[src/rtl/sid_pkg.sv]
// SID mixer shared types and constants.
// DIGI_DC is only consumed when SID_MIXER_DIGI_EN is defined.
package sid_pkg;

  localparam int MIX_ACC_W  = 15;
  localparam int MIX_PROD_W = 19;
  localparam int SAMPLE_W   = 16;
  localparam int VOICE_W    = 12;
  localparam int OUT_SHIFT  = 3;

  localparam logic [VOICE_W-1:0] DIGI_DC = 12'h800;

  typedef enum logic [2:0] {
    IDLE,
    ACC1,
    ACC2,
    ACC3,
    ACCX,
    SCALE,
    OUT
  } mix_state_t;

endpackage

[src/rtl/sid_mixer_if.sv]
// Mixer sample bus: voice/ext inputs, volume, tick and mixed output.
// master = voice side driving the mixer, slave = the mixer itself.
interface sid_mixer_if;
  import sid_pkg::*;

  logic                sample_tick;
  logic [VOICE_W-1:0]  voice1;
  logic [VOICE_W-1:0]  voice2;
  logic [VOICE_W-1:0]  voice3;
  logic [VOICE_W-1:0]  ext_in;
  logic [7:0]          mode_vol;
  logic [SAMPLE_W-1:0] audio_out;
  logic                audio_valid;
  logic                busy;
  logic                overrun;

  modport master (
    output sample_tick,
    output voice1,
    output voice2,
    output voice3,
    output ext_in,
    output mode_vol,
    input  audio_out,
    input  audio_valid,
    input  busy,
    input  overrun
  );

  modport slave (
    input  sample_tick,
    input  voice1,
    input  voice2,
    input  voice3,
    input  ext_in,
    input  mode_vol,
    output audio_out,
    output audio_valid,
    output busy,
    output overrun
  );

endinterface

[src/rtl/sid_vol_mul.sv]
// Registered 15x4 unsigned volume multiply (SCALE stage).
// Kept separate so a DSP primitive can replace it.
module sid_vol_mul
  import sid_pkg::*;
(
  input  logic                  clk,
  input  logic                  rst_n,
  input  logic                  en,
  input  logic [MIX_ACC_W-1:0]  a,
  input  logic [3:0]            b,
  output logic [MIX_PROD_W-1:0] p
);

  logic [MIX_PROD_W-1:0] p_q;
  logic [MIX_PROD_W-1:0] p_d;

  always_comb begin
    p_d = p_q;
    if (en) begin
      p_d = MIX_PROD_W'(a) * MIX_PROD_W'(b);
    end
  end

  always_ff @(posedge clk or negedge rst_n) begin
    if (!rst_n) begin
      p_q <= '0;
    end else begin
      p_q <= p_d;
    end
  end

  assign p = p_q;

endmodule

[src/rtl/sid_mixer.sv]
// SID output mixer: snapshot, serial accumulate, volume scale, emit.
// Define SID_MIXER_DIGI_EN to start the sum at DIGI_DC (volume digis).
module sid_mixer
  import sid_pkg::*;
(
  input logic      clock,
  input logic      reset_n,
  sid_mixer_if.slave mix
);

  mix_state_t state_q, state_d;

  logic [MIX_ACC_W-1:0]  acc_q, acc_d;
  logic [VOICE_W-1:0]    v1_q, v1_d;
  logic [VOICE_W-1:0]    v2_q, v2_d;
  logic [VOICE_W-1:0]    v3_q, v3_d;
  logic [VOICE_W-1:0]    ext_q, ext_d;
  logic                  v3off_q, v3off_d;
  logic [3:0]            vol_q, vol_d;
  logic [SAMPLE_W-1:0]   out_q, out_d;
  logic                  valid_q, valid_d;
  logic                  ovr_q, ovr_d;
  logic [MIX_PROD_W-1:0] prod;
  logic [MIX_ACC_W-1:0]  acc_init;
  logic                  unused_mode;

  assign unused_mode = ^mix.mode_vol[6:4];

`ifdef SID_MIXER_DIGI_EN
  assign acc_init = MIX_ACC_W'(DIGI_DC);
`else
  assign acc_init = '0;
`endif

  always_comb begin
    state_d = state_q;
    acc_d   = acc_q;
    v1_d    = v1_q;
    v2_d    = v2_q;
    v3_d    = v3_q;
    ext_d   = ext_q;
    v3off_d = v3off_q;
    vol_d   = vol_q;
    out_d   = out_q;
    valid_d = 1'b0;
    ovr_d   = ovr_q;
    unique case (state_q)
      IDLE: begin
        if (mix.sample_tick) begin
          v1_d    = mix.voice1;
          v2_d    = mix.voice2;
          v3_d    = mix.voice3;
          ext_d   = mix.ext_in;
          v3off_d = mix.mode_vol[7];
          vol_d   = mix.mode_vol[3:0];
          acc_d   = acc_init;
          state_d = ACC1;
        end
      end
      ACC1: begin
        acc_d   = acc_q + MIX_ACC_W'(v1_q);
        state_d = ACC2;
      end
      ACC2: begin
        acc_d   = acc_q + MIX_ACC_W'(v2_q);
        state_d = ACC3;
      end
      ACC3: begin
        if (!v3off_q) begin
          acc_d = acc_q + MIX_ACC_W'(v3_q);
        end
        state_d = ACCX;
      end
      ACCX: begin
        acc_d   = acc_q + MIX_ACC_W'(ext_q);
        state_d = SCALE;
      end
      SCALE: begin
        state_d = OUT;
      end
      OUT: begin
        out_d   = SAMPLE_W'(prod >> OUT_SHIFT);
        valid_d = 1'b1;
        state_d = IDLE;
      end
      default: begin
        state_d = IDLE;
      end
    endcase
    // a tick is only honoured from IDLE; anything else is a lost sample
    if (mix.sample_tick && state_q != IDLE) begin
      ovr_d = 1'b1;
    end
  end

  always_ff @(posedge clock or negedge reset_n) begin
    if (!reset_n) begin
      state_q <= IDLE;
      acc_q   <= '0;
      v1_q    <= '0;
      v2_q    <= '0;
      v3_q    <= '0;
      ext_q   <= '0;
      v3off_q <= 1'b0;
      vol_q   <= '0;
      out_q   <= '0;
      valid_q <= 1'b0;
      ovr_q   <= 1'b0;
    end else begin
      state_q <= state_d;
      acc_q   <= acc_d;
      v1_q    <= v1_d;
      v2_q    <= v2_d;
      v3_q    <= v3_d;
      ext_q   <= ext_d;
      v3off_q <= v3off_d;
      vol_q   <= vol_d;
      out_q   <= out_d;
      valid_q <= valid_d;
      ovr_q   <= ovr_d;
    end
  end

  sid_vol_mul u_mul (
    .clk   (clock),
    .rst_n (reset_n),
    .en    (state_q == SCALE),
    .a     (acc_q),
    .b     (vol_q),
    .p     (prod)
  );

  assign mix.audio_out   = out_q;
  assign mix.audio_valid = valid_q;
  assign mix.busy        = (state_q != IDLE);
  assign mix.overrun     = ovr_q;

endmodule

[src/flat_wrapper.sv]
// flat-port wrapper written by rule: the top's interface ports become plain ports
module sid_mixer_flat import sid_pkg::*;
  (clock, reset_n, mix_sample_tick, mix_voice1, mix_voice2, mix_voice3, mix_ext_in, mix_mode_vol, mix_audio_out, mix_audio_valid, mix_busy, mix_overrun);
  sid_mixer_if mix_i ();
  input logic clock;
  input logic reset_n;
  input wire logic [$bits(mix_i.sample_tick)-1:0] mix_sample_tick;
  input wire logic [$bits(mix_i.voice1)-1:0] mix_voice1;
  input wire logic [$bits(mix_i.voice2)-1:0] mix_voice2;
  input wire logic [$bits(mix_i.voice3)-1:0] mix_voice3;
  input wire logic [$bits(mix_i.ext_in)-1:0] mix_ext_in;
  input wire logic [$bits(mix_i.mode_vol)-1:0] mix_mode_vol;
  output wire logic [$bits(mix_i.audio_out)-1:0] mix_audio_out;
  output wire logic [$bits(mix_i.audio_valid)-1:0] mix_audio_valid;
  output wire logic [$bits(mix_i.busy)-1:0] mix_busy;
  output wire logic [$bits(mix_i.overrun)-1:0] mix_overrun;
  assign mix_i.sample_tick = mix_sample_tick;
  assign mix_i.voice1 = mix_voice1;
  assign mix_i.voice2 = mix_voice2;
  assign mix_i.voice3 = mix_voice3;
  assign mix_i.ext_in = mix_ext_in;
  assign mix_i.mode_vol = mix_mode_vol;
  assign mix_audio_out = mix_i.audio_out;
  assign mix_audio_valid = mix_i.audio_valid;
  assign mix_busy = mix_i.busy;
  assign mix_overrun = mix_i.overrun;
  sid_mixer u_core (.clock(clock), .reset_n(reset_n), .mix(mix_i));
endmodule
[config.mk]
export PLATFORM = sky130hd
export DESIGN_NAME = sid_mixer_flat
export DESIGN_NICKNAME = d
export VERILOG_FILES = /design/src/rtl/sid_pkg.sv /design/src/rtl/sid_mixer_if.sv /design/src/rtl/sid_vol_mul.sv /design/src/rtl/sid_mixer.sv /design/src/flat_wrapper.sv
export SDC_FILE = /design/constraint.sdc
export NUM_CORES = 1
export LEC_CHECK = 0
export CAP_MARGIN = 15
export CORE_MARGIN = 1.5
export CORE_UTILIZATION = 35
export DETAILED_ROUTE_END_ITERATION = 8
export GPL_ROUTABILITY_DRIVEN = 0
export PLACE_DENSITY = 0.65
export SYNTH_ARGS = -nofsm -noshare
export SYNTH_HDL_FRONTEND = slang
export SYNTH_HIERARCHICAL = 1
export SYNTH_SLANG_ARGS = --single-unit
[constraint.sdc]
create_clock -name clock -period 4.7 [get_ports clock]
set_input_delay 0.705 -clock clock [delete_from_list [all_inputs] [get_ports clock]]
set_output_delay 0.705 -clock clock [all_outputs]
set_load 0.01 [all_outputs]
==> impl_metrics.csv <==
group,metric,value,unit
run_status,outcome,"finished clean",
floorplan,fp-row-count,51,
pwr,ir_worst_vdd,0.327,mV
synthesis,mappedNetlistArea,7020,um2
place,hpwl,11400,um
synthesis,syn_inst,820,
synthesis,mappedNetlistNets,942,
floorplan,core,19600,um2
layout,insertedDiodeCount,0,
cts,cts.repair.resized,0,
critical_path,path_cells,"and2b_1, buf_4, a22oi_1, nor2_1, a221o_1, inv_1, fa_1, nor2b_1, o2111ai_1, nand3_1, a31oi_1, or3_1, a21oi_2",
timing,finalMaxSlewViolations,0,
timing,setup_tns,0,ps
cts,clk_latency,360,ps
route,drc,0,
global_route,overflow,0,
cts,hold_buffers,0,
route,drtIter0Drc,188,
route,wl_per_cell,13.3,um
global_route,grt_antenna_before_repair,0,
place,port_buffers,74,
cts,post-cts-setup-buffer-count,0,
cts,root_buffer,"clkbuf_16",
layout,fin_nets,997,
timing,post-route-period-util,0.752,
cts,cts_inserted_buffers,9,
synthesis,yosysWarnings,6,
timing,finalCriticalPeriod,3540,ps
critical_path,cpPeakStageDelay,590,ps
cts,clk_pin_slew,80,ps
layout,drive_gt1_frac,0.0534,
worst_hold_path,hold_class,"in2async",
flow_run,cap_violations,0,
layout,fin_cells,1145,
place,dp_slack,1140,ps
cts,cts_tree,"built",
critical_path,ff2ff_path_depth,13,
route,vias,5565,
global_route,grt_max_degree,74,
floorplan,dieWidth,145,um
timing,finClkSkew,10.1,ps
pwr,leakagePower,4.10,nW
synthesis,syn_area_per_cell,8.57,um2
route,wirelength,15300,um
floorplan,io_pins,78,
global_route,grt_pass1_wl,26500,um
floorplan,dieArea,20900,um2
timing,grt_setup_unrepaired,"false",
layout,num-fill-cells,1984,
critical_path,worstPathMaxFanout,16,
floorplan,die_h,145,um
route,postRouteAntennaNets,0,
cts,clock-sinks,105,
critical_path,worst-setup-path-type,"reg2reg",
route,dr.pass1.iters,4,
cts,cts_buffer_depth,2,
layout,area_delta_synth_final,18.2,%
timing,finalSetupViolCount,0,
timing,tightest_slew,961,ps
critical_path,critPathRequiredTime,4990,ps
timing,fmax,283,MHz
global_route,grt_usage,0.160,
critical_path,end_kind,"flip-flop",
timing,relSlewSlack,0.359,
cts,htreeDepth,3,
critical_path,crit_path_start_kind,"flip-flop",
floorplan,start_util,0.359,
timing,hold_violations,0,
place,dp_cells,1129,
pwr,p_per_area,708,nW/um2
timing,fin_ws,1160,ps
critical_path,cp_slowest_cell,"and2b_1",
route,viasPerCell,4.86,
critical_path,worstPathArrival,3820,ps
global_route,grt_pass1_vias,5572,
==> per-stage QoR <==
| stage | total power [mW] | util | area [um2] | hold slack [ps] |
|---|---|---|---|---|
| after floorplan | 4.28 | - | 7020 | 409 |
| after CTS | 5.93 | 0.424 | 8300 | 473 |
| after global routing | 6.52 | 0.424 | 8300 | 490 |
| after global placement | 5.03 | 0.407 | 7980 | 444 |
| after detailed placement | 5.10 | 0.407 | 7980 | 447 |
| final | 5.88 | 0.424 | 8300 | 467 |
==> cell usage in the layout (no fill, tap or decap), types with 6 or more instances in the layout <==
| cell | count |
|---|---|
| buf_4 | 9 |
| a221oi_1 | 12 |
| nor2_1 | 15 |
| nor2b_1 | 18 |
| clkbuf_16 | 9 |
| fa_1 | 27 |
| inv_1 | 66 |
| a211o_1 | 6 |
| clkdlybuf4s50_1 | 73 |
| o21ai_0 | 14 |
| ha_1 | 36 |
| nand2_1 | 242 |
| and3_1 | 6 |
| a22o_1 | 8 |
| a31oi_1 | 10 |
| and2_1 | 48 |
| dfrtp_1 | 105 |
| a21oi_1 | 39 |
| nand3_1 | 8 |
| a21o_1 | 25 |
| xnor2_1 | 10 |
==> path summary, 6_finish.rpt <==
check	startpoint	endpoint	slack (ps)
hold / removal	reset_n	u_core/vol_q[2]	470
min in group clock	u_core/u_mul/p[7]	u_core/mix.audio_out[4]	470
setup reg to reg	u_core/state_q[2]	u_core/acc_q[14]	1160
hold reg to reg	u_core/u_mul/p[7]	u_core/mix.audio_out[4]	470
setup / recovery	u_core/state_q[2]	u_core/acc_q[14]	1160
max in group asynchronous	reset_n	u_core/u_mul/p[8]	3280
==> registers in the layout, summed over array words and instances (netlist names) <==
name                    count
u_core/acc_q               15
u_core/ext_q               12
u_core/mix.audio_out       16
u_core/mix.audio_valid      1
u_core/mix.overrun          1
u_core/state_q              3
u_core/u_mul/p             16
u_core/v1_q                12
u_core/v2_q                12
u_core/v3_q                12
u_core/v3off_q              1
u_core/vol_q                4
==> layout make-up <==
cell class                 count  area [um2]  area share
multi-input combinational    609        3970       0.478
sequential                   105        2630       0.317
timing repair buffer          82         798      0.0962
tap                          265         332      0.0399
inverter                      68         260      0.0313
clock buffer                   9         225      0.0271
clock inverter                 7        93.8      0.0113
==> report_power, final <==
group | switching, mW | internal, mW
Clock | 0.408 | 0.388
Sequential | 0.349 | 1.30
Combinational | 1.93 | 1.50
Total | 2.69 | 3.19
==> routing by layer <==
| layer | wire (um) | vias to the layer above | GRT usage |
|---|---|---|---|
| li1 | - | 2829 | - |
| met5 | 0 | - | 0 |
| met2 | 7410 | 98 | 0.276 |
| met4 | 223 | 0 | 0.0478 |
| met3 | 506 | 18 | 0.0286 |
| met1 | 7110 | 2620 | 0.203 |
==> critical path, delay by kind of cell, from the launching register on <==
family | cells | cell delay [ps]
AND/OR/NAND/NOR | 5 | 1510
AO/OA/AOI/OAI | 5 | 700
flip-flops | 1 | 480
adder cells (fa/ha/maj) | 1 | 400
buffers and inverters | 2 | 360
(Power assumes the default switching activity.)
